`config.mk`:
```
export PLATFORM = sky130hd
export DESIGN_NAME = fetch_sequencer_flat
export DESIGN_NICKNAME = d
export VERILOG_FILES = /design/src/rtl/fetch_sequencer_if.sv /design/src/rtl/fetch_sequencer.sv /design/src/flat_wrapper.sv
export SDC_FILE = /design/constraint.sdc
export NUM_CORES = 1
export LEC_CHECK = 0
export ABC_AREA = 1
export CAP_MARGIN = 20
export CORE_MARGIN = 3
export CORE_UTILIZATION = 48
export DETAILED_ROUTE_END_ITERATION = 10
export PLACE_DENSITY_LB_ADDON = 0.08
export SLEW_MARGIN = 0
export SYNTH_ARGS = -nofsm -noshare
export SYNTH_HDL_FRONTEND = slang
export SYNTH_SLANG_ARGS = --single-unit
```
`constraint.sdc`:
```
create_clock -name clk -period 2.2 [get_ports clk]
set_input_delay 0.44 -clock clk [delete_from_list [all_inputs] [get_ports clk]]
set_output_delay 0.44 -clock clk [all_outputs]
set_load 0.01 [all_outputs]
```
`src/rtl/fetch_sequencer_if.sv`:
```
// Instruction-bus, downstream-slot and redirect signals of the fetch sequencer.
// master is the sequencer's view, slave is the bus/slice/CP0 side.
interface fetch_sequencer_if;
    logic        ireq_valid;
    logic [31:0] ireq_addr;
    logic        iresp_addr_ok;
    logic        iresp_data_ok;
    logic [31:0] iresp_data;
    logic        out_valid;
    logic        out_ready;
    logic [31:0] out_pc;
    logic [31:0] out_instr;
    logic        out_delay_slot;
    logic        out_addr_invalid;
    logic        out_interrupt;
    logic        int_pending;
    logic        br_valid;
    logic [31:0] br_target;
    logic        flush_valid;
    logic [31:0] flush_pc;

    modport master (
        output ireq_valid, ireq_addr, out_valid, out_pc, out_instr,
               out_delay_slot, out_addr_invalid, out_interrupt,
        input  iresp_addr_ok, iresp_data_ok, iresp_data, out_ready,
               int_pending, br_valid, br_target, flush_valid, flush_pc
    );

    modport slave (
        input  ireq_valid, ireq_addr, out_valid, out_pc, out_instr,
               out_delay_slot, out_addr_invalid, out_interrupt,
        output iresp_addr_ok, iresp_data_ok, iresp_data, out_ready,
               int_pending, br_valid, br_target, flush_valid, flush_pc
    );
endinterface

```
`src/rtl/fetch_sequencer.sv`:
```
// Fetch-stage controller: owns the PC, issues one bus request at a time, holds the
// fetched slot until downstream takes it, and applies branch and flush redirects.
module fetch_sequencer #(
    parameter logic [31:0] RESET_PC = 32'hbfc0_0000,
    parameter logic [31:0] PC_STEP  = 32'd4
) (
    input logic               clk,
    input logic               resetn,
    fetch_sequencer_if.master bus
);
    typedef enum logic [2:0] {S_IDLE, S_REQ, S_WAIT, S_HOLD, S_DRAIN} state_t;

    state_t      r_state, w_next;
    logic [31:0] r_pc, r_br_tgt, r_out_pc, r_out_instr;
    logic        r_delay, r_br_pend, r_out_ai;
    logic        w_aligned, w_flush, w_br_take;
    logic        w_hs, w_load_bus, w_load_bad, w_ireq_valid, w_out_valid;

    assign w_aligned = (r_pc[1:0] == 2'b00);
    assign w_flush   = bus.flush_valid && (r_state != S_IDLE);
    // A branch reported for the delay slot itself is not a new branch.
    assign w_br_take = bus.br_valid && !r_br_pend;

    always_ff @(posedge clk or negedge resetn) begin
        if (!resetn) r_state <= S_IDLE;
        else         r_state <= w_next;
    end

    always_comb begin
        w_next       = r_state;
        w_hs         = 1'b0;
        w_load_bus   = 1'b0;
        w_load_bad   = 1'b0;
        w_ireq_valid = 1'b0;
        w_out_valid  = 1'b0;
        case (r_state)
            S_IDLE: w_next = S_REQ;
            S_REQ: begin
                w_ireq_valid = w_aligned;
                if (w_flush) begin
                    // An address already accepted must have its response drained.
                    w_next = (w_aligned && bus.iresp_addr_ok) ? S_DRAIN : S_REQ;
                end else if (!w_aligned) begin
                    w_load_bad = 1'b1;
                    w_next     = S_HOLD;
                end else if (bus.iresp_addr_ok) begin
                    w_next = S_WAIT;
                end
            end
            S_WAIT: begin
                if (w_flush) begin
                    w_next = bus.iresp_data_ok ? S_REQ : S_DRAIN;
                end else if (bus.iresp_data_ok) begin
                    w_load_bus = 1'b1;
                    w_next     = S_HOLD;
                end
            end
            S_HOLD: begin
                w_out_valid = 1'b1;
                if (w_flush) begin
                    w_next = S_REQ;
                end else if (bus.out_ready) begin
                    w_hs   = 1'b1;
                    w_next = S_REQ;
                end
            end
            S_DRAIN: begin
                if (bus.iresp_data_ok) w_next = S_REQ;
            end
            default: w_next = S_IDLE;
        endcase
    end

    always_ff @(posedge clk or negedge resetn) begin
        if (!resetn) begin
            r_pc        <= RESET_PC;
            r_delay     <= 1'b0;
            r_br_pend   <= 1'b0;
            r_br_tgt    <= '0;
            r_out_pc    <= '0;
            r_out_instr <= '0;
            r_out_ai    <= 1'b0;
        end else begin
            if (w_flush) begin
                r_pc      <= bus.flush_pc;
                r_delay   <= 1'b0;
                r_br_pend <= 1'b0;
            end else if (w_hs) begin
                // The redirect lands only after the delay slot has been handed over.
                r_pc      <= r_br_pend ? r_br_tgt : r_pc + PC_STEP;
                r_delay   <= w_br_take;
                r_br_pend <= w_br_take;
                if (w_br_take) r_br_tgt <= bus.br_target;
            end
            if (w_load_bus) begin
                r_out_pc    <= r_pc;
                r_out_instr <= bus.iresp_data;
                r_out_ai    <= 1'b0;
            end else if (w_load_bad) begin
                r_out_pc    <= r_pc;
                r_out_instr <= '0;
                r_out_ai    <= 1'b1;
            end
        end
    end

    assign bus.ireq_valid       = w_ireq_valid;
    assign bus.ireq_addr        = r_pc;
    assign bus.out_valid        = w_out_valid;
    assign bus.out_pc           = r_out_pc;
    assign bus.out_instr        = r_out_instr;
    assign bus.out_delay_slot   = r_delay;
    assign bus.out_addr_invalid = r_out_ai;
    assign bus.out_interrupt    = bus.int_pending & w_out_valid;
endmodule

```
`src/flat_wrapper.sv`:
```
// flat-port wrapper written by rule: the top's interface ports become plain ports
module fetch_sequencer_flat 
#(
    parameter logic [31:0] RESET_PC = 32'hbfc0_0000,
    parameter logic [31:0] PC_STEP  = 32'd4
)
  (clk, resetn, bus_ireq_valid, bus_ireq_addr, bus_out_valid, bus_out_pc, bus_out_instr, bus_out_delay_slot, bus_out_addr_invalid, bus_out_interrupt, bus_iresp_addr_ok, bus_iresp_data_ok, bus_iresp_data, bus_out_ready, bus_int_pending, bus_br_valid, bus_br_target, bus_flush_valid, bus_flush_pc);
  fetch_sequencer_if bus_i ();
  input logic clk;
  input logic resetn;
  output wire logic [$bits(bus_i.ireq_valid)-1:0] bus_ireq_valid;
  output wire logic [$bits(bus_i.ireq_addr)-1:0] bus_ireq_addr;
  output wire logic [$bits(bus_i.out_valid)-1:0] bus_out_valid;
  output wire logic [$bits(bus_i.out_pc)-1:0] bus_out_pc;
  output wire logic [$bits(bus_i.out_instr)-1:0] bus_out_instr;
  output wire logic [$bits(bus_i.out_delay_slot)-1:0] bus_out_delay_slot;
  output wire logic [$bits(bus_i.out_addr_invalid)-1:0] bus_out_addr_invalid;
  output wire logic [$bits(bus_i.out_interrupt)-1:0] bus_out_interrupt;
  input wire logic [$bits(bus_i.iresp_addr_ok)-1:0] bus_iresp_addr_ok;
  input wire logic [$bits(bus_i.iresp_data_ok)-1:0] bus_iresp_data_ok;
  input wire logic [$bits(bus_i.iresp_data)-1:0] bus_iresp_data;
  input wire logic [$bits(bus_i.out_ready)-1:0] bus_out_ready;
  input wire logic [$bits(bus_i.int_pending)-1:0] bus_int_pending;
  input wire logic [$bits(bus_i.br_valid)-1:0] bus_br_valid;
  input wire logic [$bits(bus_i.br_target)-1:0] bus_br_target;
  input wire logic [$bits(bus_i.flush_valid)-1:0] bus_flush_valid;
  input wire logic [$bits(bus_i.flush_pc)-1:0] bus_flush_pc;
  assign bus_ireq_valid = bus_i.ireq_valid;
  assign bus_ireq_addr = bus_i.ireq_addr;
  assign bus_out_valid = bus_i.out_valid;
  assign bus_out_pc = bus_i.out_pc;
  assign bus_out_instr = bus_i.out_instr;
  assign bus_out_delay_slot = bus_i.out_delay_slot;
  assign bus_out_addr_invalid = bus_i.out_addr_invalid;
  assign bus_out_interrupt = bus_i.out_interrupt;
  assign bus_i.iresp_addr_ok = bus_iresp_addr_ok;
  assign bus_i.iresp_data_ok = bus_iresp_data_ok;
  assign bus_i.iresp_data = bus_iresp_data;
  assign bus_i.out_ready = bus_out_ready;
  assign bus_i.int_pending = bus_int_pending;
  assign bus_i.br_valid = bus_br_valid;
  assign bus_i.br_target = bus_br_target;
  assign bus_i.flush_valid = bus_flush_valid;
  assign bus_i.flush_pc = bus_flush_pc;
  fetch_sequencer #(.RESET_PC(RESET_PC), .PC_STEP(PC_STEP)) u_core (.clk(clk), .resetn(resetn), .bus(bus_i));
endmodule
```
==> summary.txt <==
Ys Warns: 0
wire per inst: 15.96 um
Syn Nets: 968
vias in the first global route: 6,167
crit share post-route: 97.39%
R2R setup slack: 220 ps
WL final: 20,070 um
area growth from synthesis to layout: 43.34%
Worst EP required: 1760 ps
Cells after DPL: 1,225
Synth area leaders: dfrtp_1, nand2_1, nand3_1
# Post-CTS Setup Buffers: 0
via count: 6,587
GRT Util Overall: 26.02%
CTS Buffer Depth: 2
crit path kind: flop to primary output
1st-iter DRT viols: 634
Hold EP: u_core.r_br_tgt[3]
Synth Area per Inst: 7.897 sq um
# rows: 42
Pre-antenna DRT Iters: 5
Placer Congestion: 0.9195
share of layout cells above drive strength 1: 10.72%
fin nets: 1,174
post-synth top area share: 45.53%
Finished Core Util: 72.06%
Placed Area: 9091 sq um
Die Area: 15,660 sq um
htree depth: 4
synthesized area: 6815 sq um
CORE AREA: 13,560 sq um
maximum fanout along the worst path: 4
Hold Path Class: flop to flop
pre-CTS setup slack: 47.00 ps
CTS root buf: clkbuf_16
vias per cell: 5.236
flops & latches, synth: 133
fin cells: 1,258
TNS Setup: 0 ps
initial antenna violation count: 0
register clock-pin slew on the reported worst setup and hold paths: 60 ps
Hold WS: 476.5 ps
DRC Markers: 0
r2r endpoint: u_core.bus.ireq_addr[30]
HP Start: u_core.r_br_tgt[3]
final setup fails: 0
reg2reg start: u_core.bus.ireq_addr[2]
# diodes: 0
RSZ-0062 raised after global routing: false
Worst Max-Slew Pin Slew: 412.0 ps
largest net degree at the start of global routing: 54
Final Worst Setup Slack: 57.53 ps
fin area: 9769 sq um
final hold violations: 0
Starting Density: 50.27%
I/O pin total: 205
sequential area share after synthesis: 49.00%
Worst setup EP type: primary output
total power: 13.60 mW
CTS tree: built
Leakage: 4.689 nW
status: finished, final reports clean
Distinct cells, synth: 35
Slew Limit Fails: 0
TritonCTS sink count: 133
crit path launch type: flop
Die H: 125.2 um
hold path depth: 2
post-layout minimum cycle time: 2142 ps
CP Data Arrival Time: 1700 ps
largest area contributor in the synthesized netlist: dfrtp_1
global-route wire length before repair: 32,760 um
CTS Buf Count: 17
MaxCap Viol Count: 0
hpwl dp: 14,490 um
worst skew pair latency: 410 ps
PortBufs: 204
Congestion Overflow GR: 0
skew final: 10.39 ps
Slew headroom: 72.43%
worst reg2reg path depth: 10
post-route ant nets: 0
Die X: 125.2 um
VDD IR-drop max: 0.0006356 V
Max Fclk: 466.8 MHz
Cell Pwr Density: 1393 nW/um^2
Mapped Cells: 863
==> placed cells by master, fill, tap and decap left out, types with 2 or more instances in the layout <==
cell type,Yosys,layout
nand3_1,108,107
clkdlybuf4s50_1,0,201
dfrtp_1,124,124
buf_12,0,5
o211ai_1,4,4
clkbuf_16,0,17
a21oi_1,55,55
and2_1,2,2
o21ai_2,23,23
mux2_1,11,11
nor2_2,7,7
a31oi_1,3,3
mux2_2,2,2
clkbuf_8,0,3
nand2_4,4,4
xnor2_1,2,2
buf_4,4,19
or2_2,5,5
clkinv_4,0,2
nand2_2,3,3
o22ai_1,5,5
o21bai_1,5,5
o21ai_0,28,28
o21ai_1,11,11
inv_1,78,78
xor2_1,4,4
nand2_1,247,247
nor2_1,71,71
dfstp_2,9,9
clkinvlp_4,0,2
inv_2,4,4
bufinv_16,0,5
==> cell usage after synthesis, drive strengths merged <==
cell type,number
nand2,254
dfrtp,124
nand3,109
inv,82
nor2,79
o21ai,62
a21oi,55
buf,21
clkbuf,21
mux2,13
dfstp,9
o21bai,5
o22ai,5
or2,5
o211ai,4
xor2,4
a31oi,3
and2,2
xnor2,2
clkinv,1
ha,1
nand3b,1
nand4,1
==> metal layers <==
metal | track usage (%) | wire [um] | vias up
met5 | 0 | 0 | -
met4 | 9.375 | 596 | 0
met3 | 5.203 | 1523 | 39
met2 | 38.31 | 8839 | 291
met1 | 38.36 | 9114 | 3061
li1 | - | - | 3196
==> critical path, cell delays in order, from the launching register on <==
cell,delay [ps]
dfrtp_1,390
inv_2,90
nand3_1,150
inv_1,120
clkdlybuf4s50_1,550
==> area by class of cell <==
class / count / area (sq um)
inverters: 83 / 311.5
flip-flops and latches: 133 / 3339
repair buffers: 229 / 2297
clock buffers: 21 / 470.5
multi-input cells: 605 / 2934
clock inverters: 11 / 196.4
well taps: 176 / 220.2
fillers: 1111 / 3789
==> power breakdown <==
group	switching, mW	internal [mW]
Combinational	3.01	2.83
Sequential	0.992	3.60
Clock	1.07	2.11
==> worst max path at each step <==
stage	from	to	slack (ps)	depth (start not counted)
2_1_floorplan	u_core.bus.ireq_addr[3]	u_core.bus.ireq_addr[30]	630	10
6_report	u_core.r_state[2]	bus_out_valid	60	4
3_3_place_gp	bus_flush_valid	u_core.bus.out_pc[4]	90	5
4_1_cts	u_core.r_state[2]	bus_out_valid	50	4
5_1_grt	u_core.r_state[2]	bus_out_valid	3	4
3_5_place_dp	bus_flush_valid	u_core.bus.out_pc[18]	50	5
==> sequential cells by signal, summed over array words and instances (netlist names) <==
signal / flops
u_core.r_br_pend: 1
u_core.bus.out_pc: 32
u_core.bus.out_addr_invalid: 1
u_core.r_br_tgt: 32
u_core.bus.out_instr: 32
u_core.bus.ireq_addr: 32
u_core.r_state: 3
==> what timing repair did <==
action,CTS,global route
endpoints found under the setup margin,1,1
hold endpoints to repair,33,0
pin swaps,0,1
gates resized for setup,1,1
hold buffers,1,0
==> cells by family (layout without fill, tap and decap cells) <==
group           after synthesis  after routing  synth area share [%]
mux                          13             13                 2.148
fa+ha+maj                     1              1                0.1836
xor+xnor                      6              6                0.7711
flops                       133            133                 49.00
buf+inv                     125            344                 8.023
simple gates                451            451                 28.29
compound gates              134            134                 11.58
Power figures use the tool's default switching activity.
